===== src/rtl/knap_search_ctrl.sv =====
// Exhaustive search over a candidate range, feeding the knapsack checker.
// Valid candidates are collected in a first-word fall-through solution FIFO.
module knap_search_ctrl #(
   parameter int FIFO_DEPTH = 8,
   parameter int CAND_W     = 16
) (
   input  logic              clk,
   input  logic              rst_n,
   input  logic              start,
   input  logic [CAND_W-1:0] range_lo,
   input  logic [CAND_W-1:0] range_hi,
   output logic [CAND_W-1:0] cand,
   input  logic              cand_ok,
   output logic              sol_valid,
   input  logic              sol_ready,
   output logic [CAND_W-1:0] sol_data,
   output logic [CAND_W:0]   sol_count,
   output logic              busy,
   output logic              done
);

   localparam int AW = $clog2(FIFO_DEPTH);
   localparam logic [AW:0] DEPTH_C = (AW+1)'(FIFO_DEPTH);

   typedef enum logic [1:0] {IDLE, SCAN, FINISH} state_t;

   state_t            state_q, state_d;
   logic [CAND_W-1:0] cand_q, cand_d;
   logic [CAND_W-1:0] hi_q, hi_d;
   logic [CAND_W:0]   cnt_q, cnt_d;
   logic              busy_q, busy_d;
   logic              done_q, done_d;

   logic [CAND_W-1:0] mem_q [FIFO_DEPTH];
   logic [AW-1:0]     wp_q, wp_d;
   logic [AW-1:0]     rp_q, rp_d;
   logic [AW:0]       fc_q, fc_d;

   logic full, pop, push, stall, wr;

   assign full  = (fc_q == DEPTH_C);
   assign pop   = sol_valid && sol_ready;
   assign push  = (state_q == SCAN) && cand_ok;
   // A pop in the same cycle frees the slot, so a full FIFO need not stall.
   assign stall = push && full && !pop;
   assign wr    = push && !stall;

   always_comb begin
      state_d = state_q;
      cand_d  = cand_q;
      hi_d    = hi_q;
      cnt_d   = cnt_q;
      busy_d  = busy_q;
      done_d  = done_q;
      unique case (state_q)
         IDLE: begin
            if (start) begin
               hi_d   = range_hi;
               cand_d = range_lo;
               cnt_d  = '0;
               done_d = 1'b0;
               if (range_lo <= range_hi) begin
                  state_d = SCAN;
                  busy_d  = 1'b1;
               end else begin
                  state_d = FINISH;
               end
            end
         end
         SCAN: begin
            if (!stall) begin
               if (wr) cnt_d = cnt_q + (CAND_W+1)'(1);
               if (cand_q == hi_q) state_d = FINISH;
               else cand_d = cand_q + CAND_W'(1);
            end
         end
         FINISH: begin
            busy_d  = 1'b0;
            done_d  = 1'b1;
            state_d = IDLE;
         end
         default: state_d = IDLE;
      endcase
   end

   always_comb begin
      wp_d = wr  ? wp_q + AW'(1) : wp_q;
      rp_d = pop ? rp_q + AW'(1) : rp_q;
      fc_d = fc_q;
      if (wr && !pop) fc_d = fc_q + (AW+1)'(1);
      if (pop && !wr) fc_d = fc_q - (AW+1)'(1);
   end

   always_ff @(posedge clk or negedge rst_n) begin
      if (!rst_n) begin
         state_q <= IDLE;
         cand_q  <= '0;
         hi_q    <= '0;
         cnt_q   <= '0;
         busy_q  <= 1'b0;
         done_q  <= 1'b0;
         wp_q    <= '0;
         rp_q    <= '0;
         fc_q    <= '0;
      end else begin
         state_q <= state_d;
         cand_q  <= cand_d;
         hi_q    <= hi_d;
         cnt_q   <= cnt_d;
         busy_q  <= busy_d;
         done_q  <= done_d;
         wp_q    <= wp_d;
         rp_q    <= rp_d;
         fc_q    <= fc_d;
      end
   end

   always_ff @(posedge clk) begin
      if (wr) mem_q[wp_q] <= cand_q;
   end

   assign cand      = cand_q;
   assign busy      = busy_q;
   assign done      = done_q;
   assign sol_count = cnt_q;
   assign sol_valid = (fc_q != '0);
   assign sol_data  = mem_q[rp_q];

endmodule


===== config.mk =====
export PLATFORM = sky130hd
export DESIGN_NAME = knap_search_ctrl
export DESIGN_NICKNAME = d
export VERILOG_FILES = /design/src/rtl/knap_search_ctrl.sv
export SDC_FILE = /design/constraint.sdc
export NUM_CORES = 1
export LEC_CHECK = 0
export ABC_AREA = 1
export CAP_MARGIN = 20
export CORE_ASPECT_RATIO = 1.25
export CORE_MARGIN = 3
export CORE_UTILIZATION = 57
export DETAILED_ROUTE_END_ITERATION = 12
export PLACE_DENSITY = 0.89
export RECOVER_POWER = 100
export SYNTH_ARGS = -nofsm -noshare
export SYNTH_HDL_FRONTEND = slang
export SYNTH_SLANG_ARGS = --single-unit

===== constraint.sdc =====
create_clock -name clk -period 2.6 [get_ports clk]
set_input_delay 0.52 -clock clk [delete_from_list [all_inputs] [get_ports clk]]
set_output_delay 0.52 -clock clk [all_outputs]
set_load 0.05 [all_outputs]

# After elaboration in Yosys (flattened, before gate mapping)
# Memories as Yosys holds them, arrays and structs flattened.
# Cells that the tools add are included.
dict set report totals {
  register_bits 63
  n_memories 1
  in_bits 37
  ram_bits 128
  wordCells 70
}
# name depth word_bits read_ports rd_clocked_by_memory_dff write_ports line_no
set mem_list {}
lappend mem_list {mem_q 8 16 1 0 1 34} ;# logic [CAND_W-1:0] mem_q [FIFO_DEPTH];
dict set report op_classes {
  add_sub_neg 6
  n_lt_le_gt_ge 1
  n_reduce_logical 21
  muxes 22
  n_eq_ne 10
}
# operator count
set ops {}
lappend ops {{$mux 17} 3}
lappend ops {{$mux 16} 3}
lappend ops {{$pmux 17 s2} 1}
lappend ops {{$pmux 16 s2} 1}
lappend ops {{$add 17x1->17 const B} 1}
lappend ops {{$add 16x1->16 const B} 1}
lappend ops {{$eq 16x16->1} 1}
lappend ops {{$le 16x16->1} 1}
lappend ops {{$ne 2x2->1 const B} 5}
lappend ops {{$mux 2} 4}
lappend ops {{$mux 4} 2}
lappend ops {{$reduce_and 4->1} 2}
lappend ops {{$logic_and 1x1->1} 7}
lappend ops {{$add 3x1->3 const B} 2}
lappend ops {{$reduce_and 3->1} 2}
lappend ops {{$reduce_bool 2->1} 3}
lappend ops {{$mux 1} 5}
lappend ops {{$add 4x1->4 const B} 1}
lappend ops {{$eq 4x4->1 const B} 1}
lappend ops {{$pmux 1 s2} 2}
lappend ops {{$pmux 2 s2} 1}
lappend ops {{$reduce_and 2->1} 2}
lappend ops {{$reduce_bool 4->1} 1}
lappend ops {{$sub 4x1->4 const B} 1}
lappend ops {{other kinds (5)} 7}

# Logic depth before layout (Yosys ltp)
# Gate-level depths: netlist of the first run.
dict set report depth {
  word_depth 9
  ltp_mapped 15
  mapped_depth_nobuf 15
}

# Worst setup path after synthesis of the first run
# OpenSTA, ideal clock, no wires.
dict set report synth_path {
  path_kind {reg2out}
  from {register rp_q[0]}
  to {output sol_data[14]}
  path_slack_ps 43
  n_path_buf 2
  stages_incl_launch_ff 8
  t_required_ps 2080
  arrival_time_ps 2037
  cell_sequence {dfrtp_1 -> inv_1 -> clkbuf_1 -> clkbuf_1 -> o21ai_0 -> o22ai_1 -> nor2_1 -> a31oi_1}
}
dict set report synth_between {
  elab_chain_len 1
}
# element line_no
set synth_lines {}
lappend synth_lines {{start, declared} 36} ;# logic [AW-1:0] rp_q, rp_d;
lappend synth_lines {{start signal, assigned} 113} ;# rp_q <= rp_d;
lappend synth_lines {{$mem_v2 8x16} --}
lappend synth_lines {{end, declared} 16} ;# output logic [CAND_W-1:0] sol_data,
# Every way passes these cells.

# Worst setup path in the final report of the first run
dict set report layout_path {
  from {register rp_q[0]}
  to {output sol_data[15]}
}
# The elaborated chain is that of the path after synthesis.

==> run_results.csv, run 1 <==
group,metric,value,unit
worst_setup_path,critical_path.slowest_cell,"sky130_fd_sc_hd__dfrtp_2",
placement,port-buffer-count,88,
worst_setup_path,cp.required,2.08,ns
yosys,synth.largest_area_cell,"sky130_fd_sc_hd__edfxtp_1",
clock_tree,path_clk_slew,0.07,ns
placement,dpl.hpwl,14800,µm
sta,fmax,386,MHz
final_layout,finish.utilization,71.5,%
final_layout,final_net_count,1115,
clock_tree,cts_hold_buf,0,
yosys,ys_warn_count,0,
routing,post-route-drc-count,0,
floorplanning,fp.dieArea,17400,µm²
clock_tree,cts_setup_buffers,0,
clock_tree,clockRootBuffer,"sky130_fd_sc_hd__clkbuf_16",
final_layout,filler_cell_count,1046,
worst_setup_path,setup.worst_path.class,"reg -> out",
worst_setup_path,cells_on_worst_reg2reg_path,9,
placement,gpl.final_weighted_congestion,0.890,
yosys,synthCells,938,
power_and_ir_drop,cellPowerDensity,1230,nW/µm²
clock_tree,cts_max_path_buffers,2,
routing,drt-wirelength-per-cell,18.3,µm
floorplanning,core_area,15300,µm²
run,max_capacitance_violation_count,1,
yosys,async_reset_ff_share,33.0,%
worst_setup_path,critical-path-max-stage-delay,0.48,ns
outcome,violations_in_the_final_reports,"max-capacitance violations, max-slew violations",
routing,routed_via_density,5.85,
global_routing,largest_net_degree_at_the_start_of_global_routing,64,
floorplanning,initial_utilization,59.2,%
yosys,yosysTopAreaCellShare,42.5,%
sta,grt_setup_unrepaired,"true",
worst_setup_path,crit_path_max_fanout,17,
sta,setup_violations,0,
final_layout,syn_to_final_growth,20.7,%
worst_setup_path,worst_setup_path_end_kind,"output pin",
sta,max-slew-margin-rel,-5.37,%
clock_tree,tritoncts,"built",
floorplanning,core.rowCount,50,
sta,max_slew.worst_pin.slew,1.58,ns
yosys,netlist_cell_types,37,
global_routing,grtUsageTotal,27.1,%
sta,min_period,2.59,ns
worst_setup_path,startpoint_of_the_most_critical_setup_path,"rp_q[0]$_DFFE_PN0P_",
global_routing,first_global_vias,7329,
sta,final_min_period_over_clock_period,99.6,%
clock_tree,ctsHtreeMaxLevel,4,
yosys,mapped_area,9040,µm²
routing,dr.pass1.iters,5,
floorplanning,width_of_the_chip,119,µm
sta,timing.clock.skew,0.0136,ns
yosys,synth_enable_flop_cells,128,
power_and_ir_drop,vdd_ir_drop_max,0.571,mV
global_routing,antenna_violations_before_repair,0,
routing,drtIter0Drc,681,
yosys,synth_fp_nets,998,
final_layout,share_of_post_route_cells_with_drive_strength_above_1,8.71,%
clock_tree,numClockSinks,191,
min_path,holdCritStartpoint,"done$_DFFE_PN0P_",
floorplanning,ioPinCount,89,
final_layout,num_antenna_cells,0,
min_path,worstHoldEndpoint,"done$_DFFE_PN0P_",
worst_setup_path,reg2reg_setup_slack,0.15,ns
sta,final_hold_viol_count,0,
yosys,synth_ff_type,"sky130_fd_sc_hd__edfxtp_1",
worst_setup_path,crit_path_cell_trace,"clkinv_4 > buf_12 > o21ai_0 > o22ai_1 > nor2_1 > a31oi_2 > buf_6",
final_layout,final_common_cell,"sky130_fd_sc_hd__nand2_1",
worst_setup_path,worstPathArrival,2.07,ns
worst_setup_path,worstReg2RegEnd,"mem_q[3][13]$_DFFE_PP_",
yosys,synthesis.area_per_instance,9.64,µm²
floorplanning,dieHeight,147,µm
global_routing,wire_length_of_the_first_global_routing_pass,37200,µm
yosys,synth.ff_latch_count,191,
yosys,synth.yosys.seq_area_share,60.0,%
sta,maxSlewViolCount,64,
final_layout,mostFrequentLayoutCells,"193 x sky130_fd_sc_hd__nand2_1, 162 x sky130_fd_sc_hd__nor2_1, 128 x sky130_fd_sc_hd__edfxtp_1",
outcome,status,"finished with violations",
min_path,worst_hold_path.num_cells,2,
routing,dr_vias,7466,
global_routing,overflow,0,
min_path,hp-class,"reg -> reg",
sta,final_setup_margin,0.0114,ns
clock_tree,clock_insertion_delay_worst_skew,0.44,ns
routing,wirelength,23300,µm
power_and_ir_drop,cellLeakagePower,0.00452,µW
placement,preCtsSetupSlack,0.0451,ns
clock_tree,cts_inserted_buffers,17,
routing,final_antenna_net_count,0,
worst_setup_path,crit-reg2reg-launch,"state_q[1]$_DFFE_PN0P_",
yosys,synthTopCellsByArea,"sky130_fd_sc_hd__edfxtp_1 43%, sky130_fd_sc_hd__dfrtp_1 17%, sky130_fd_sc_hd__nand2_1 8.0%",
worst_setup_path,cp_startpoint_kind,"flip-flop",
[cells by family (layout without fill, tap and decap cells)]
kind of cell	after synthesis	after routing	share of synthesized area (%)
and+or+nand+nor	430	430	19.7
DFF	191	191	60.0
AOI/OAI and AO/OA	157	157	9.41
buffers and inverters	106	236	4.68
xor gates and xnor gates	29	29	2.81
adders and majority gates	23	23	3.27
muxes	2	2	0.221
[flip-flops by register name, summed over array words and instances (netlist names)]
name / cells
rp_q: 3
mem_q: 128
hi_q: 16
done: 1
cand: 16
fc_q: 4
state_q: 2
busy: 1
sol_count: 17
wp_q: 3
[worst max path at each step]
stage | slack (ns) | endpoint | cells after the start
2_1_floorplan | 0.04 | sol_data[14] | 7
3_3_place_gp | -0.06 | sol_count[6]$_DFFE_PN0P_ | 8
3_5_place_dp | 0.05 | fc_q[3]$_DFFE_PN0P_ | 14
4_1_cts | 0.00005 | sol_data[9] | 7
5_1_grt | -0.03 | sol_data[4] | 6
6_report | 0.01 | sol_data[15] | 7
[stage by stage]
stage	setup TNS, ns	power (µW)	cells	hold WS [ns]	area [µm²]
2_1_floorplan	0	8530	938	0.224	9040
3_3_place_gp	-0.122	10400	1240	0.471	10400
3_5_place_dp	0	10600	1241	0.470	10400
4_1_cts	0	13600	1276	0.0979	11100
5_1_grt	-0.440	14100	1276	0.506	10900
6_report	0	13500	1276	0.483	10900
[critical path: cells and delay by family, from the launching register on]
| family | cells | cell delay [ns] |
|---|---|---|
| flops | 1 | 0.48 |
| buf+inv | 3 | 0.50 |
| simple gates | 1 | 0.08 |
| compound gates | 3 | 0.56 |
[final cells by class]
cell class,count,area (µm²),share of cell area (%)
Inverter,68,260,2.39
Clock buffer,17,425,3.90
Timing Repair Buffer,136,1200,11.0
Sequential cell,191,5420,49.7
Multi-Input combinational cell,641,3180,29.1
Tap cell,208,260,2.39
Clock inverter,15,164,1.50
[Yosys cell counts (3+ instances only)]
cell                       count
sky130_fd_sc_hd__dfrtp_1      63
sky130_fd_sc_hd__xor2_1       26
sky130_fd_sc_hd__clkbuf_1     28
sky130_fd_sc_hd__xnor2_1       3
sky130_fd_sc_hd__edfxtp_1    128
sky130_fd_sc_hd__a31oi_1      16
sky130_fd_sc_hd__buf_2         4
sky130_fd_sc_hd__a21oi_1      17
sky130_fd_sc_hd__nand2_1     193
sky130_fd_sc_hd__o22ai_1      16
sky130_fd_sc_hd__o31ai_1       5
sky130_fd_sc_hd__nand4_1      12
sky130_fd_sc_hd__nor3_1       14
sky130_fd_sc_hd__nor2_2        3
sky130_fd_sc_hd__inv_1        67
sky130_fd_sc_hd__nor2_1      158
sky130_fd_sc_hd__or2_2         5
sky130_fd_sc_hd__ha_1         22
sky130_fd_sc_hd__o21ai_0      97
sky130_fd_sc_hd__nand3_1      38
[per-layer routing]
layer / track usage [%] / routed length [µm] / vias to the layer above
li1: - / - / 3411
met1: 32.4 / 8150 / 3494
met2: 48.7 / 12100 / 481
met3: 4.27 / 2360 / 80
met4: 11.1 / 685 / 0
met5: 0 / 0 / -
[power by group]
| group | leakage [µW] | switching (µW) | internal [µW] | total, µW |
|---|---|---|---|---|
| clock | 0.000290 | 1240 | 1380 | 2620 |
| combinational | 0.00227 | 4260 | 1920 | 6180 |
| sequential | 0.00195 | 656 | 4000 | 4650 |
[repair_timing]
| item | 4_1_cts | 5_1_grt |
|---|---|---|
| cloned | 3 | 0 |
| setup endpoints to repair | 5 | 12 |
| pin swaps | 1 | 4 |
| gates resized for setup | 8 | 13 |
(Power assumes the default switching activity.)
==> run 2: changes to the inputs <==
--- a/config.mk
+++ b/config.mk
@@ -11,7 +11,7 @@
 export CORE_MARGIN = 3
 export CORE_UTILIZATION = 57
 export DETAILED_ROUTE_END_ITERATION = 12
-export PLACE_DENSITY = 0.89
+export PLACE_DENSITY = 0.9
 export RECOVER_POWER = 100
 export SYNTH_ARGS = -nofsm -noshare
 export SYNTH_HDL_FRONTEND = slang
==> run_results.csv, run 2 (same netlist as run 1, synthesis figures left out) <==
group,metric,value,unit
global_routing,largest_net_degree_at_the_start_of_global_routing,42,
final_layout,mostFrequentLayoutCells,"193 x sky130_fd_sc_hd__nand2_1, 159 x sky130_fd_sc_hd__nor2_1, 128 x sky130_fd_sc_hd__edfxtp_1",
sta,setup_violations,1,
global_routing,overflow,0,
worst_setup_path,worstPathArrival,2.10,ns
worst_setup_path,crit_top_cell,"sky130_fd_sc_hd__nor2_1",
sta,final_min_period_over_clock_period,101,%
sta,min_period,2.62,ns
final_layout,num_antenna_cells,0,
floorplanning,core_area,15300,µm²
placement,preCtsSetupSlack,0.0347,ns
routing,dr_vias,7582,
routing,final_antenna_net_count,0,
clock_tree,path_clk_slew,0.07,ns
final_layout,layout.cell_area.non_filler,11300,µm²
placement,placement.cell_area,10600,µm²
floorplanning,width_of_the_chip,119,µm
final_layout,final_common_cell,"sky130_fd_sc_hd__nand2_1",
floorplanning,dieHeight,147,µm
min_path,hp-class,"in -> async",
sta,max_slew.worst_pin.slew,1.50,ns
worst_setup_path,crit_path_max_fanout,24,
power_and_ir_drop,power_report.internal_total,8120,µW
sta,maxSlewViolCount,0,
power_and_ir_drop,sw_frac_of_total,44.1,%
clock_tree,ctsHtreeMaxLevel,4,
floorplanning,core.rowCount,50,
worst_setup_path,critical-path-max-stage-delay,0.42,ns
power_and_ir_drop,share_clk_of_total_power,18.4,%
clock_tree,cts_max_path_buffers,2,
worst_setup_path,cp.buffers_inverters,2,
power_and_ir_drop,combinationalPowerShare,49.7,%
sta,fmax,382,MHz
global_routing,first_global_vias,7443,
clock_tree,tritoncts,"built",
global_routing,antenna_violations_before_repair,0,
worst_setup_path,cp_startpoint_kind,"flip-flop",
clock_tree,cts_inserted_buffers,17,
sta,fin_worst_hold_slack,0.435,ns
routing,post-route-drc-count,0,
sta,grt_setup_unrepaired,"true",
final_layout,final_net_count,1116,
outcome,status,"finished with violations",
worst_setup_path,worst_setup_path_end_kind,"output pin",
worst_setup_path,critical_path.top_delay_family,"compound AO/OA/AOI/OAI gates",
worst_setup_path,setup.worst_path.class,"reg -> out",
final_layout,share_of_post_route_cells_with_drive_strength_above_1,10.3,%
final_layout,syn_to_final_growth,25.5,%
power_and_ir_drop,cellPowerDensity,1280,nW/µm²
routing,routed_via_density,5.94,
worst_setup_path,cp.required,2.08,ns
final_layout,finish.utilization,74.3,%
placement,port-buffer-count,88,
floorplanning,ioPinCount,89,
final_layout,area.sequential,5420,µm²
power_and_ir_drop,vdd_ir_drop_max,0.735,mV
sta,final_setup_margin,-0.0171,ns
power_and_ir_drop,switchingPower,6410,µW
clock_tree,clockRootBuffer,"sky130_fd_sc_hd__clkbuf_16",
sta,final_hold_viol_count,0,
placement,post-place-cells,1239,
global_routing,grtUsageTotal,27.5,%
final_layout,filler_cell_count,955,
floorplanning,fp.dieArea,17400,µm²
final_layout,finish.cell_count_without_fillers,1277,
power_and_ir_drop,cellLeakagePower,0.00460,µW
floorplanning,initial_utilization,59.2,%
placement,gpl.final_weighted_congestion,0.890,
clock_tree,clock_insertion_delay_worst_skew,0.44,ns
worst_setup_path,critical_path.slowest_cell,"sky130_fd_sc_hd__dfrtp_2",
routing,wirelength,24400,µm
sta,timing.clock.skew,0.0134,ns
global_routing,wire_length_of_the_first_global_routing_pass,37700,µm
run,max_capacitance_violation_count,1,
routing,drtIter0Drc,785,
power_and_ir_drop,power.share.sequential,31.9,%
final_layout,multiInputGateArea,3260,µm²
final_layout,largest_reg_flops,128,
placement,dpl.hpwl,15500,µm
routing,dr.pass1.iters,6,
routing,drt-wirelength-per-cell,19.1,µm
outcome,violations_in_the_final_reports,"max-capacitance violations, negative setup slack",
sta,max-slew-margin-rel,0.0824,%
final_layout,registers.top_by_ff_count,"mem_q",
clock_tree,numClockSinks,191,
worst_setup_path,crit_path_cell_trace,"buf_4 > nor2_1 > nor2_1 > o21ai_0 > a31oi_2 > buf_12",
run 2: cell count changes in the layout (fill, tap and decap cells not counted), moves of 5 or more:
cell / change
sky130_fd_sc_hd__dlygate4sd3_1: -33
sky130_fd_sc_hd__clkbuf_4: -5
sky130_fd_sc_hd__clkdlybuf4s50_1: +34
sky130_fd_sc_hd__a31oi_1: -8
sky130_fd_sc_hd__clkbuf_2: -8
sky130_fd_sc_hd__buf_12: +22
sky130_fd_sc_hd__a31oi_2: +8
run 2: layout make-up:
| type | instances | share of cell area [%] |
|---|---|---|
| timing repair buffer | 137 | 13.6 |
| inverter | 68 | 2.27 |
| sequential | 191 | 47.8 |
| tap | 208 | 2.29 |
| multi-input combinational | 641 | 28.8 |
| clock inverter | 15 | 1.52 |
| clock buffer | 17 | 3.75 |
run 2: timing repair:
action | CTS | global route
cloned | 1 | 4
setup endpoints to repair | 17 | 16
pin swaps | 0 | 3
gates resized for setup | 14 | 13
setup buffers | 0 | 1
hold buffers | 0 | 0
run 2: power by group through the flow:
stage	Combinational [µW]	Clock, µW	Sequential, µW
after floorplan	3460	0	5070
after global placement	6430	0	4610
after detailed placement	6670	0	4630
after CTS	6950	2670	4590
after global routing	7670	2790	4690
final	7220	2680	4630
run 2: path summary, 6_finish.rpt:
check,slack [ns],startpoint,depth (start not counted),endpoint
worst max-delay path,-0.02,rp_q[0]$_DFFE_PN0P_,6,sol_data[8]
worst min-delay path,0.43,rst_n,1,sol_count[13]$_DFFE_PN0P_
max in group asynchronous,0.68,rst_n,2,wp_q[0]$_DFFE_PN0P_
worst max register to register,0.27,cand[10]$_DFFE_PN0P_,10,cand[8]$_DFFE_PN0P_
worst min register to register,0.49,done$_DFFE_PN0P_,2,done$_DFFE_PN0P_
min in group clk,0.49,done$_DFFE_PN0P_,2,done$_DFFE_PN0P_
run 2: metrics by stage:
stage               setup TNS [ns]  power, µW
global route                -0.180      15200
detailed placement               0      11300
global placement            -0.130      11000
floorplan                        0       8530
CTS                              0      14200
finish                     -0.0171      14500
run 2: per-layer routing:
metal	global-route usage [%]	vias up	routed length, µm
met2	47.2	522	12500
met5	0	-	0
met3	5.47	89	2350
met1	33.7	3563	8660
li1	-	3408	-
met4	12.2	0	926
